### config.mk
export PLATFORM = sky130hd
export DESIGN_NAME = ones_frame_accum
export DESIGN_NICKNAME = d
export VERILOG_FILES = /design/src/rtl/ones_frame_accum.sv
export SDC_FILE = /design/constraint.sdc
export NUM_CORES = 1
export LEC_CHECK = 0
export CORE_ASPECT_RATIO = 0.8
export CORE_UTILIZATION = 40
export DETAILED_ROUTE_END_ITERATION = 8
export GPL_ROUTABILITY_DRIVEN = 0
export SYNTH_ARGS = -nofsm -noshare
export SYNTH_HDL_FRONTEND = slang
export SYNTH_SLANG_ARGS = --single-unit
### constraint.sdc
create_clock -name clk -period 2.7 [get_ports clk]
set_clock_uncertainty 0.2 [all_clocks]
set_input_delay 0.54 -clock clk [delete_from_list [all_inputs] [get_ports clk]]
set_output_delay 0.54 -clock clk [all_outputs]
set_load 0.005 [all_outputs]
### src/rtl/ones_frame_accum.sv
// Frame accumulator for per-word ones counts: sums FRAME_LEN counts, tracks max/min,
// and holds the frame result on a valid/ready output until downstream takes it.
module ones_frame_accum #(
    parameter int CNT_W     = 4,
    parameter int FRAME_LEN = 16,
    parameter int SUM_W     = 8,
    parameter int THRESH    = 64
) (
    input  logic             clk,
    input  logic             rst_n,
    input  logic [CNT_W-1:0] count,
    input  logic             in_valid,
    output logic             in_ready,
    input  logic             clear,
    output logic [SUM_W-1:0] sum_out,
    output logic [CNT_W-1:0] max_out,
    output logic [CNT_W-1:0] min_out,
    output logic             over_thresh,
    output logic             range_err,
    output logic             out_valid,
    input  logic             out_ready
);

    // Handshake: input transfer = in_valid & in_ready on a rising edge; output
    // transfer = out_valid & out_ready. out_valid and the result bus hold until taken.

    localparam int WC_W = (FRAME_LEN > 1) ? $clog2(FRAME_LEN) : 1;
    localparam logic [WC_W-1:0]  LAST_IDX  = WC_W'(FRAME_LEN - 1);
    localparam logic [CNT_W-1:0] MAX_LEGAL = CNT_W'(8);
    localparam logic [CNT_W-1:0] MIN_INIT  = '1;
    localparam logic [SUM_W-1:0] THRESH_V  = SUM_W'(THRESH);

    typedef enum logic {
        ACCUM = 1'b0,
        HOLD  = 1'b1
    } state_t;

    state_t           r_state;
    logic [WC_W-1:0]  r_word_cnt;
    logic [SUM_W-1:0] r_sum;
    logic [CNT_W-1:0] r_max;
    logic [CNT_W-1:0] r_min;

    logic             w_in_xfer;
    logic             w_last;
    logic [SUM_W-1:0] w_sum_nxt;
    logic [CNT_W-1:0] w_max_nxt;
    logic [CNT_W-1:0] w_min_nxt;

    assign in_ready  = (r_state == ACCUM);
    assign w_in_xfer = in_valid & in_ready;
    assign w_last    = (r_word_cnt == LAST_IDX);
    assign w_sum_nxt = r_sum + SUM_W'(count);
    assign w_max_nxt = (count > r_max) ? count : r_max;
    assign w_min_nxt = (count < r_min) ? count : r_min;

    always_ff @(posedge clk or negedge rst_n) begin
        if (!rst_n) begin
            r_state     <= ACCUM;
            r_word_cnt  <= '0;
            r_sum       <= '0;
            r_max       <= '0;
            r_min       <= MIN_INIT;
            sum_out     <= '0;
            max_out     <= '0;
            min_out     <= '0;
            over_thresh <= 1'b0;
            range_err   <= 1'b0;
            out_valid   <= 1'b0;
        end else if (clear) begin
            // Abort the partial frame; the last published results stay on the bus.
            r_state    <= ACCUM;
            r_word_cnt <= '0;
            r_sum      <= '0;
            r_max      <= '0;
            r_min      <= MIN_INIT;
            range_err  <= 1'b0;
            out_valid  <= 1'b0;
        end else begin
            case (r_state)
                ACCUM: begin
                    if (w_in_xfer) begin
                        if (count > MAX_LEGAL) begin
                            range_err <= 1'b1;
                        end
                        if (w_last) begin
                            sum_out     <= w_sum_nxt;
                            max_out     <= w_max_nxt;
                            min_out     <= w_min_nxt;
                            over_thresh <= (w_sum_nxt >= THRESH_V);
                            out_valid   <= 1'b1;
                            r_state     <= HOLD;
                            r_word_cnt  <= '0;
                            r_sum       <= '0;
                            r_max       <= '0;
                            r_min       <= MIN_INIT;
                        end else begin
                            r_word_cnt <= r_word_cnt + 1'b1;
                            r_sum      <= w_sum_nxt;
                            r_max      <= w_max_nxt;
                            r_min      <= w_min_nxt;
                        end
                    end
                end
                HOLD: begin
                    if (out_ready) begin
                        out_valid <= 1'b0;
                        r_state   <= ACCUM;
                    end
                end
                default: r_state <= ACCUM;
            endcase
        end
    end

endmodule

==> reports/metrics.cfg <==
[global_route]
grt_pass1_vias = 1523
gr-usage-met2 = 0.265
grt_max_degree = 41
grt-ovfl-total = 0
top_usage_layer = met2
grt_pass1_wl_um = 7230
met3_usage = 0.0455
track_usage = 0.183
use_met1 = 0.257
antenna_found_initial = 0

[worst_setup_path]
rr_startpoint = r_sum[0]$_DFFE_PN0P_
cp_cell_sequence = clkdlybuf4s50_1 -> ha_1 -> fa_1 -> a21o_1 -> a21oi_1 -> nor2_1 -> xnor2_1 -> o21ai_0
required_ps = 2670
end_kind = flip-flop
r2r_cells = 7
crit_arrival_ps = 2460
crit_fanout = 3
crit_path_start_kind = input port
cp_slowest_stage_delay_ps = 450
slowest_stage = clkdlybuf4s50_1
r2r_end = r_sum[6]$_DFFE_PN0P_
ff2ff_setup_slack_ps = 560
critical_path_class = input port to flip-flop
cpLargestDelayFamily = adder cells
crit_buf_inv = 1

[drt]
drtIter0Drc = 60
via_per_inst = 5.09
drc = 0
wl_um = 4270
wl_per_cell_um = 14.0
first_pass_iters = 4
final_antenna_net_count = 0
vias = 1551

[placed_design]
io_buffers = 28
dp_cells = 298
dp_hpwl_um = 3120
place_area_sq_um = 2500

[flow_run]
cap_violations = 0

[final_layout]
utilization = 0.541
fillers = 433
drive_gt1_frac = 0.167
stdcell_count = 305
antenna_cells = 0
syn2layout_area_growth_pct = 25.6
stdcell_area_sq_um = 2570
nets = 267

[sta]
fin_hold_ws_ps = 169
rsz0062_at_grt = no
min_period_ps = 2500
slew_violations = 0
setup_viol = 0
worst_slew_pin_slew_ps = 892
fmax_mhz = 401
maxSlewHeadroom = 0.405
period_share = 0.924
finalSetupTns_ps = 0
hold_violations = 0

[synthesis]
yosys_warnings = 0
synth_seq_cells = 40
syn_area_sq_um = 2050
netlist_instances = 199
ys_seq_area_frac = 0.491
synth_top_area_cell = dfrtp_1
synth.top_cell.area_share = 0.439
synthDistinctLibCells = 43
ys_top_cells_by_area = dfrtp_1 (44%), ha_1 (7.3%), nand2_1 (5.3%), dfstp_2 (5.1%), o21ai_0 (4.4%)
postSynthNetCount = 221
syn_area_per_cell_sq_um = 10.3

[cts]
cts_sinks = 40
ctsResizeCount = 0
cts.repair_timing.setup_buffer_count = 0
cts_tree = yes
cts_root_buffer = clkbuf_8
clk_pin_slew_ps = 70
cts_hold_buf = 0
cts.htree.levels = 2
clk_path_buf_depth = 2
worstSkewPairLatency_ps = 290
numCtsBuffers = 5

[hold_path]
hp-class = input port to asynchronous set/reset pin

[floorplan]
initial_core_util = 0.431
die_h_um = 66.0
io_pins = 29
rows = 22
dieArea_sq_um = 5420
die_w_um = 82.1
fp.coreArea_sq_um = 4760

[pwr]
cellPowerDensity_nw_per_um2 = 492
vdd_ir_drop_max_v = 0.000301
leakagePower_uw = 0.00117

[run_status]
status = finished, final reports clean

[sequential cells by signal, summed over array words and instances (netlist names)]
signal,count
max_out,4
min_out,4
out_valid,1
over_thresh,1
r_max,4
r_min,4
r_state,1
r_sum,8
r_word_cnt,4
range_err,1
sum_out,8
[worst reg2reg max path, delay by kind of cell, from the launching register on]
kind | cells | cell delay (ps)
DFF | 1 | 380
and+or+nand+nor | 1 | 70
xor gates and xnor gates | 1 | 210
AOI/OAI and AO/OA | 3 | 510
adders and majority gates | 2 | 640
[layer usage]
layer / vias to the layer above / part of all wire
met5: - / 0
met4: 0 / 0.015
met3: 8 / 0.032
met2: 29 / 0.42
met1: 727 / 0.53
li1: 787 / -
[layout make-up]
type                       count  area (sq um)  area share
timing repair buffer          44           395       0.154
inverter                      10          37.5      0.0146
tap                           60          75.1      0.0292
multi-input combinational    144           983       0.382
clock inverter                 1          5.00     0.00194
sequential                    40          1010       0.391
clock buffer                   6          72.6      0.0282
[Yosys cell counts (all sizes together)]
master   count
nor2        13
nand4        1
dfrtp       36
or3          5
o31ai        2
nand3        1
o2111ai      1
fa           1
nand2b       3
buf          4
xor2         3
mux2         1
a31oi        2
nand2       29
o22a         3
a21o         3
clkbuf       1
and3         1
nor3         4
mux2i        7
inv         10
and2         1
a2111oi      1
dfstp        4
nor2b        2
a21oi       11
a22o         7
ha          12
o22ai        1
a211oi       2
o21ai       22
xnor2        4
a22oi        1
[per-stage QoR]
| stage | worst slack [ps] | power [uW] |
|---|---|---|
| after floorplan | 374 | 798 |
| after global placement | -81.3 | 904 |
| after detailed placement | -125 | 905 |
| after CTS | 196 | 1280 |
| after global routing | 62.8 | 1350 |
| final | 205 | 1270 |
[cell usage in the layout, fill, tap and decap left out, types with 7 or more instances in the layout]
cell type        instances
dfrtp_1                 36
nor2_1                  12
inv_1                   10
nand2_1                 29
ha_1                    12
clkdlybuf4s50_1         27
mux2i_1                  7
buf_4                   16
a21oi_1                  9
o21ai_0                 18
[kinds of logic after synthesis]
kind of cell	count (synthesis)	share of synthesized area
xor gates and xnor gates	7	0.0299
AOI/OAI and AO/OA	56	0.181
muxes	8	0.0397
adders and majority gates	13	0.0830
buffers and inverters	15	0.0299
DFF	40	0.491
and+or+nand+nor	60	0.146
[report_power, final]
group	total, uW	switching (uW)	leakage [uW]	internal, uW
sequential	651	21.6	0.000532	630
combinational	241	120	0.000601	121
clock	373	197	0.0000410	176
[worst max-delay path by stage]
| stage | start | slack, ps | to | depth (start not counted) |
|---|---|---|---|---|
| after CTS | count[0] | 200 | r_sum[6]$_DFFE_PN0P_ | 8 |
| after global routing | count[0] | 60 | r_sum[6]$_DFFE_PN0P_ | 8 |
| after global placement | count[0] | -80 | r_sum[6]$_DFFE_PN0P_ | 8 |
| final | count[0] | 200 | r_sum[6]$_DFFE_PN0P_ | 8 |
| after floorplan | count[0] | 370 | over_thresh$_DFFE_PN0P_ | 7 |
| after detailed placement | count[0] | -130 | r_sum[6]$_DFFE_PN0P_ | 8 |
Power figures use the tool's default switching activity.
